==> src/rtl/decode_pkg.sv <==
// Shared decode definitions: opcodes, field offsets, stage state.
// Imported by the decode stage and its testbench.
package decode_pkg;

  localparam logic [2:0] OP_LD  = 3'b011;
  localparam logic [2:0] OP_ST  = 3'b101;
  localparam logic [2:0] OP_JMP = 3'b110;

  typedef enum logic {RUN, JWAIT} state_t;

  // idx 0 = d, 1 = s1, 2 = s2; fields sit above the 3-bit opcode
  function automatic int f_lo(input int aw, input int idx);
    return 3 + idx * aw;
  endfunction

endpackage

==> src/rtl/decode_scoreboard.sv <==
// Register busy bits for the decode stage.
// Set at issue, cleared at writeback; set wins on collision.
module decode_scoreboard #(
  parameter int NREG = 8,
  parameter int AW   = $clog2(NREG)
) (
  input  logic            clk,
  input  logic            rst_n,
  input  logic            set,
  input  logic [AW-1:0]   set_d,
  input  logic            clr,
  input  logic [AW-1:0]   clr_d,
  output logic [NREG-1:0] busy
);

  logic [NREG-1:0] set_m;
  logic [NREG-1:0] clr_m;

  always_comb begin
    set_m = '0;
    clr_m = '0;
    if (set) set_m[set_d] = 1'b1;
    if (clr) clr_m[clr_d] = 1'b1;
  end

  always_ff @(posedge clk) begin
    if (!rst_n) busy <= '0;
    else        busy <= (busy & ~clr_m) | set_m;
  end

endmodule

==> src/rtl/decode_stage.sv <==
// Registered decode stage with handshakes, hazard scoreboard
// and a jump shadow that holds fetch off until flush.
module decode_stage
  import decode_pkg::*;
#(
  parameter int REG_AW = 3,
  parameter int INS_W  = 3 + 3 * REG_AW,
  parameter int IMM_W  = 8
) (
  input  logic              clk,
  input  logic              rst_n,
  input  logic              ins_valid,
  output logic              ins_ready,
  input  logic [INS_W-1:0]  ins,
  output logic              dec_valid,
  input  logic              dec_ready,
  output logic [2:0]        op,
  output logic [REG_AW-1:0] d,
  output logic [REG_AW-1:0] s1,
  output logic [REG_AW-1:0] s2,
  output logic [IMM_W-1:0]  imm,
  output logic              jc,
  output logic              lc,
  output logic              dwc,
  output logic              rwc,
  input  logic              wb_valid,
  input  logic [REG_AW-1:0] wb_d,
  input  logic              flush
);

  localparam int NREG  = 2 ** REG_AW;
  localparam int D_LO  = f_lo(REG_AW, 0);
  localparam int S1_LO = f_lo(REG_AW, 1);
  localparam int S2_LO = f_lo(REG_AW, 2);

  logic [2:0]        i_op;
  logic [REG_AW-1:0] i_d;
  logic [REG_AW-1:0] i_s1;
  logic [REG_AW-1:0] i_s2;
  logic              i_jc;
  logic              i_lc;
  logic              i_dwc;
  logic              i_rwc;

  assign i_op = ins[2:0];
  assign i_d  = ins[D_LO +: REG_AW];
  assign i_s1 = ins[S1_LO +: REG_AW];
  assign i_s2 = ins[S2_LO +: REG_AW];

  always_comb begin
    i_jc  = 1'b0;
    i_lc  = 1'b0;
    i_dwc = 1'b0;
    unique case (1'b1)
      i_op == OP_JMP: i_jc  = 1'b1;
      i_op == OP_LD:  i_lc  = 1'b1;
      i_op == OP_ST:  i_dwc = 1'b1;
      default: ;
    endcase
  end

  assign i_rwc = ~(i_jc | i_dwc);

  state_t            state;
  state_t            state_n;
  logic              rwc_q;
  logic              issue;
  logic              accept;
  logic              held_w;
  logic              raw;
  logic              waw;
  logic [NREG-1:0]   busy;
  logic [NREG-1:0]   busy_b;

  assign issue  = dec_valid & dec_ready;
  assign held_w = dec_valid & rwc_q & ~issue;
  assign rwc    = dec_valid & rwc_q;

  decode_scoreboard #(.NREG(NREG)) u_sb (
    .clk   (clk),
    .rst_n (rst_n),
    .set   (issue & rwc_q),
    .set_d (d),
    .clr   (wb_valid),
    .clr_d (wb_d),
    .busy  (busy)
  );

  // same-cycle writeback bypass
  always_comb begin
    busy_b = busy;
    if (wb_valid) busy_b[wb_d] = 1'b0;
  end

  assign raw = ~i_jc & (busy_b[i_s1] | busy_b[i_s2]
             | (held_w & ((i_s1 == d) | (i_s2 == d))));
  assign waw = i_rwc & (busy_b[i_d] | (held_w & (i_d == d)));

  assign ins_ready = rst_n & (state == RUN) & ~raw & ~waw
                   & (~dec_valid | dec_ready) & ~flush;
  assign accept = ins_valid & ins_ready;

  always_ff @(posedge clk) begin
    if (!rst_n) state <= RUN;
    else        state <= state_n;
  end

  always_comb begin
    state_n = state;
    unique case (state)
      RUN:   if (accept && i_jc) state_n = JWAIT;
      JWAIT: if (flush) state_n = RUN;
      default: state_n = RUN;
    endcase
  end

  always_ff @(posedge clk) begin
    if (!rst_n) begin
      dec_valid <= 1'b0;
      op        <= '0;
      d         <= '0;
      s1        <= '0;
      s2        <= '0;
      imm       <= '0;
      jc        <= 1'b0;
      lc        <= 1'b0;
      dwc       <= 1'b0;
      rwc_q     <= 1'b0;
    end else begin
      if (flush)       dec_valid <= 1'b0;
      else if (accept) dec_valid <= 1'b1;
      else if (issue)  dec_valid <= 1'b0;
      if (accept) begin
        op    <= i_op;
        d     <= i_d;
        s1    <= i_s1;
        s2    <= i_s2;
        imm   <= ins[INS_W-1 -: IMM_W];
        jc    <= i_jc;
        lc    <= i_lc;
        dwc   <= i_dwc;
        rwc_q <= i_rwc;
      end
    end
  end

endmodule

==> config.mk <==
export PLATFORM = sky130hd
export DESIGN_NAME = decode_stage
export DESIGN_NICKNAME = d
export VERILOG_FILES = /design/src/rtl/decode_pkg.sv /design/src/rtl/decode_scoreboard.sv /design/src/rtl/decode_stage.sv
export SDC_FILE = /design/constraint.sdc
export NUM_CORES = 1
export LEC_CHECK = 0
export CELL_PAD_IN_SITES_DETAIL_PLACEMENT = 1
export CELL_PAD_IN_SITES_GLOBAL_PLACEMENT = 1
export CORE_MARGIN = 4
export CORE_UTILIZATION = 31
export CTS_CLUSTER_SIZE = 24
export DETAILED_ROUTE_END_ITERATION = 10
export PLACE_DENSITY_LB_ADDON = 0.1
export SLEW_MARGIN = 20
export SYNTH_ARGS = -nofsm -noshare
export SYNTH_HDL_FRONTEND = slang
export SYNTH_SLANG_ARGS = --single-unit
==> constraint.sdc <==
create_clock -name clk -period 2.3 [get_ports clk]
set_input_delay 0.46 -clock clk [delete_from_list [all_inputs] [get_ports clk]]
set_output_delay 0.46 -clock clk [all_outputs]
set_load 0.03 [all_outputs]
== Yosys cells after proc, flatten, opt, wreduce, memory -nomap -nowiden ==
Cells that the tools add are included.

* Output and inout port bits: 26
* Latch bits: 0
* Input bits: 21
* Memories kept: 0
* ROM bits: 0
* Register bits after elaboration: 34
* Logic and storage cells: 85
* RAM bits: 0

* Eq/ne operators: 6
* Reduce and logical (&&, ||, !) cells: 5
* Shift operators: 0
* Divide/modulo/power cells: 0
* $add $sub $neg: 0
* $mul: 0
* $lt $le $gt $ge: 7
* Bitwise gates (word level): 34
* Mux-type cells: 21

{| class="wikitable"
|+ Operators with widths
! cell !! count
|-
| 8-bit 2-to-1 mux || 3
|-
| 3-bit by 4-bit less-than comparator with 1-bit output, second input constant || 5
|-
| 8-bit bitwise AND || 2
|-
| 8-bit inverter || 2
|-
| 1-bit bitwise AND || 14
|-
| 1-bit 2-to-1 mux || 12
|-
| 1-bit binary-select mux with 3-bit select || 3
|-
| 3-bit == test || 3
|-
| 1-bit inverter || 9
|-
| 8-bit bitwise OR || 1
|-
| 1-bit demux with 3-bit select || 2
|-
| 3-bit == test, second input constant || 2
|-
| 3-bit by 1-bit >= comparator with 1-bit output, second input constant || 2
|-
| 1-bit bitwise OR || 6
|-
| 3-bit by 2-bit == test with 1-bit output, second input constant || 1
|-
| 1-bit logical AND || 3
|-
| 1-bit one-hot mux with 2 select lines || 1
|-
| 2-bit nonzero test || 1
|-
| 2-bit OR reduction || 1
|}

== Depth between registers and ports, before layout ==
* Word-level depth: 21
* Mapped depth: 8

== Modules after synthesis ==
Synthesis repeated with hierarchy kept, for this count alone.

* Cells, all modules: 194
* Area, all modules: 1701.6 µm²

{| class="wikitable"
|+ Modules (own cells, without submodules)
! module !! area an instance (µm²) !! cells each !! times used
|-
| decode_stage || 1315.0 || 154 || 1
|-
| decode_scoreboard || 386.6 || 40 || 1
|}

== Worst setup path after synthesis ==
OpenSTA, ideal clock, no wires.

* Kind: input port to output port
* Start: in wb_d[2]
* End: out ins_ready
* Buffers on the path: 0
* Data arrival time: 2.144 ns
* Cell stages on the path: 5
* Setup slack: -0.304 ns
* Cells stage by stage: or4b_1 > a32oi_1 > mux4_2 > o2111ai_4 > a21oi_1

* Word-level cells in the longest chain between the ends: 17

{| class="wikitable"
|+ Ends and longest elaborated chain
! what !! line !! RTL
|-
| from (decl) || decode_stage.sv:27 || <nowiki>input logic [REG_AW-1:0] wb_d,</nowiki>
|-
| 3-bit by 4-bit less-than comparator with 1-bit output (not written as such) / 3-bit by 1-bit >= comparator with 1-bit output (equally long branches) || decode_stage.sv:92 || <nowiki>if (wb_valid) busy_b[wb_d] = 1'b0;</nowiki>
|-
| 1-bit logical AND (not written as such) || decode_stage.sv:92 ||
|-
| 1-bit 2-to-1 mux (not written as such) || decode_stage.sv:92 ||
|-
| 1-bit demux with 3-bit select * || -- ||
|-
| 8-bit inverter (no source line) * || -- ||
|-
| 8-bit bitwise AND (no source line) * || -- ||
|-
| 8-bit 2-to-1 mux * || decode_stage.sv:92 ||
|-
| 1-bit binary-select mux with 3-bit select || decode_stage.sv:95 || <nowiki>assign raw = ~i_jc & (busy_b[i_s1] | busy_b[i_s2]</nowiki>
|-
| 1-bit 2-to-1 mux (not written as such) || decode_stage.sv:95 ||
|-
| 1-bit bitwise OR || decode_stage.sv:95 ||
|-
| 1-bit bitwise OR || decode_stage.sv:96 || <nowiki>| (held_w & ((i_s1 == d) | (i_s2 == d))));</nowiki>
|-
| 1-bit bitwise AND || decode_stage.sv:95 ||
|-
| 1-bit inverter || decode_stage.sv:99 || <nowiki>assign ins_ready = rst_n & (state == RUN) & ~raw & ~waw</nowiki>
|-
| 1-bit bitwise AND || decode_stage.sv:99 ||
|-
| 1-bit bitwise AND * || decode_stage.sv:99 ||
|-
| 1-bit bitwise AND * (2 in series) || decode_stage.sv:100 || <nowiki>& (~dec_valid | dec_ready) & ~flush;</nowiki>
|-
| to (decl) || decode_stage.sv:13 || <nowiki>output logic ins_ready,</nowiki>
|}

Mark *: on every way between the ends. The rest lies on a longest branch, timed or not. The select of a mux whose other input is x is not followed.

== Worst setup path in the final report ==
* Start: in wb_d[0]
* End: out ins_ready

Same word-level chain as after synthesis.

==> flow_summary_export.csv <==
group,metric,value,unit
clock_tree,cts_tree,"yes",
clock_tree,clk_latency,270,ps
floorplanning,dieArea,6330,um^2
pwr,p_sw_frac,0.265,
final_layout,antennaDiodeCount,0,
worst_setup_path,cp.required,1840,ps
sta,fin_ws,-206,ps
floorplanning,die_y,79.5,um
detailed_routing,drt_pass1_iterations,5,
run,drv_cap,0,
synth,avgSynthCellArea,8.81,um^2
worst_setup_path,critPathMaxStageDelay,570,ps
sta,slew_violations,0,
worst_setup_path,cp_slowest_cell,"or4b_4",
pwr,p_clk_frac,0.350,
synth,ys_types,40,
floorplanning,rows,25,
final_layout,area_growth_syn_to_layout,55.0,%
sta,period_share,1.09,
grt,grt_pass1_vias,1815,
placed_design,hpwl,4250,um
worst_setup_path,criticalPathCategory,"in -> out",
synth,syn_nets,201,
final_layout,drive_above_1_share,0.242,
pwr,pwr-share-comb,0.228,
worst_setup_path,crit_chain,"buf_8 -> or4b_4 -> nand2_4 -> o2111ai_1 -> a311o_2 -> a21oi_4 -> buf_6",
clock_tree,clkTransAtPathRegs,100,ps
worst_setup_path,arrival,2050,ps
pwr,p_int,0.000820,W
worst_setup_path,critical_path_peak_fanout,5,
sta,relSlewSlack,0.601,
worst_setup_path,startpoint_type,"input port",
grt,grt_usage,0.177,
synth,synthCells,180,
clock_tree,ctsHtreeMaxLevel,1,
synth,async_flop_share,0,
grt,grt_pass1_wl,8850,um
clock_tree,cts_root_buf,"clkbuf_8",
synth,yosysSeqAreaShare,0.328,
sta,rsz0062_at_grt,"yes",
final_layout,instances_no_fill,319,
sta,period_needed,2510,ps
final_layout,nets,274,
synth,yosys-top-cells-area,"dfxtp_1 (33%), mux2i_1 (9.5%), nor2b_1 (7.1%)",
clock_tree,clock_path_buffers,2,
pwr,p_leak,1.01,nW
sta,fmaxAchievable,0.399,GHz
detailed_routing,ant_nets,0,
floorplanning,ioPinCount,47,
sta,hold_viol_final,0,
placed_design,dp_cells,310,
clock_tree,numCtsBuffers,3,
sta,fin_skew,2.26,ps
synth,yosysWarnings,0,
pwr,p_seq_frac,0.422,
placed_design,port_buffers,46,
detailed_routing,wl_per_cell,17.2,um
placed_design,routabilityCongestion,0.873,
grt,overflow,0,
floorplanning,start_util,0.327,
grt,antenna_found_initial,0,
synth,netlist_area,1590,um^2
detailed_routing,drtIter0Drc,68,
pwr,worst_ir_drop_vdd,0.210,mV
pwr,powerDensity,454,nW/um^2
detailed_routing,vias_per_cell,5.13,
synth,yosys_register_bits,26,
worst_setup_path,end_kind,"output port",
grt,grt_max_degree,32,
sta,worstMarginPinSlew,597,ps
synth,synth.largest_area_cell,"dfxtp_1",
pwr,power_switching,0.000295,W
run_status,status,"complete, but fails checks",
final_layout,fillers,555,
synth,synth_edf_count,0,
sta,finalSetupViolations,17,
clock_tree,ctsHoldBuffers,0,
floorplanning,core_area,4850,um^2
floorplanning,fp.dieW,79.5,um
synth,synth.top_cell.area_share,0.328,
detailed_routing,vias,1635,
detailed_routing,drt-total-wl,5480,um
detailed_routing,drc,0,
clock_tree,clock-sinks,26,
synth,synthFlopType,"dfxtp_1",
sta,fin_setup_tns,-2150,ps
hold_path,holdCritPathClass,"reg -> reg",
run_status,violations,"negative setup slack",
==> path summary, 6_finish.rpt <==
kind	startpoint	endpoint	slack, ps	cells past startpoint
setup / recovery	wb_d[0]	ins_ready	-210	7
hold / removal	op[2]	op[2]	470	2
setup reg to reg	u_sb.busy[6]	s1[1]	90	9
hold reg to reg	op[2]	op[2]	470	2
==> worst max-delay path, delay by kind of cell <==
family	cells	cell delay, ps
buffers and inverters	2	240
AO/OA/AOI/OAI	3	670
AND/OR/NAND/NOR	2	670
==> cell type report <==
cell class	count	area, um^2	area share
clock inverter	1	30.0	0.0122
clock buffer	3	41.3	0.0168
inverter	11	41.3	0.0168
tap	67	83.8	0.0341
timing repair buffer	83	752	0.306
multi-input combinational	128	991	0.403
sequential	26	520	0.212
==> state kept, by name, summed over array words and instances, names as in the netlist <==
signal / count
u_sb.busy: 8
op: 3
s2: 3
d: 2
imm: 2
s1: 2
dec_valid: 1
dwc: 1
jc: 1
lc: 1
rwc_q: 1
state: 1
==> synthesized netlist by cell type, types with 2 or more instances <==
library cell  count
a22oi_1           5
nand4b_1          3
nand2b_1          4
xor2_1            6
nor2b_1          18
a311o_1           2
nor2_1            2
nand3_1           6
nand2_1          24
buf_4             8
a221oi_1          3
and2_1            5
dfxtp_1          26
a32oi_1           8
nand4bb_1         3
a21oi_1           2
inv_1            11
clkbuf_1          6
mux2i_1          15
a21boi_1          2
nor3_1            2
==> kinds of logic after synthesis <==
logic type,after synthesis,share of synthesized area
simple gates,73,0.259
compound gates,32,0.179
flops,26,0.328
buf+inv,26,0.0852
mux,17,0.116
xor+xnor,6,0.0331
==> per-stage QoR <==
stage	util	power (W)	worst slack [ps]	cell area (um^2)	hold WS, ps
final	0.507	0.00112	-206	2460	467
after global routing	0.507	0.00117	-284	2460	508
after CTS	0.499	0.00112	-240	2420	475
after detailed placement	0.472	0.000723	-745	2290	461
after global placement	0.472	0.000715	-685	2290	447
after floorplan	-	0.000595	-5.49	1600	439
==> cells in the final DEF, fill, tap and decap left out, types with 2 or more instances in the layout <==
cell             instances
a21boi_1                 2
a221oi_1                 2
a22oi_1                  5
a32oi_1                  7
and2_1                   5
buf_4                   35
buf_6                    6
clkbuf_8                 3
clkdlybuf4s50_1         35
dfxtp_1                 26
dlygate4sd2_1            5
inv_1                   11
mux2i_1                 15
nand2_1                 23
nand2b_1                 4
nand3_1                  6
nand4b_1                 3
nand4bb_1                3
nor2_1                   2
nor2b_1                 14
nor2b_2                  3
nor3_1                   2
o21ai_1                  2
xor2_1                   5
==> power groups by stage <==
stage                     clock network, W  registers (W)  logic [W]
after floorplan                          0       0.000498  0.0000972
after global placement                   0       0.000480   0.000235
after detailed placement                 0       0.000481   0.000242
after CTS                         0.000401       0.000471   0.000250
after global routing              0.000427       0.000473   0.000270
final                             0.000391       0.000470   0.000254
==> metal layers <==
layer  part of all wire  vias up  GRT usage
li1                   -      779          -
met1               0.43      805      0.214
met2               0.51       45      0.318
met3              0.045        6     0.0327
met4             0.0084        0     0.0464
met5                  0        -          0
==> repair_timing <==
item                       4_1_cts  5_1_grt
resized for setup               40        7
setup endpoints to repair       19       17
setup buffers                    3        1
gates cloned                     0        1
pin swaps                        6        5
(Power assumes the default switching activity.)
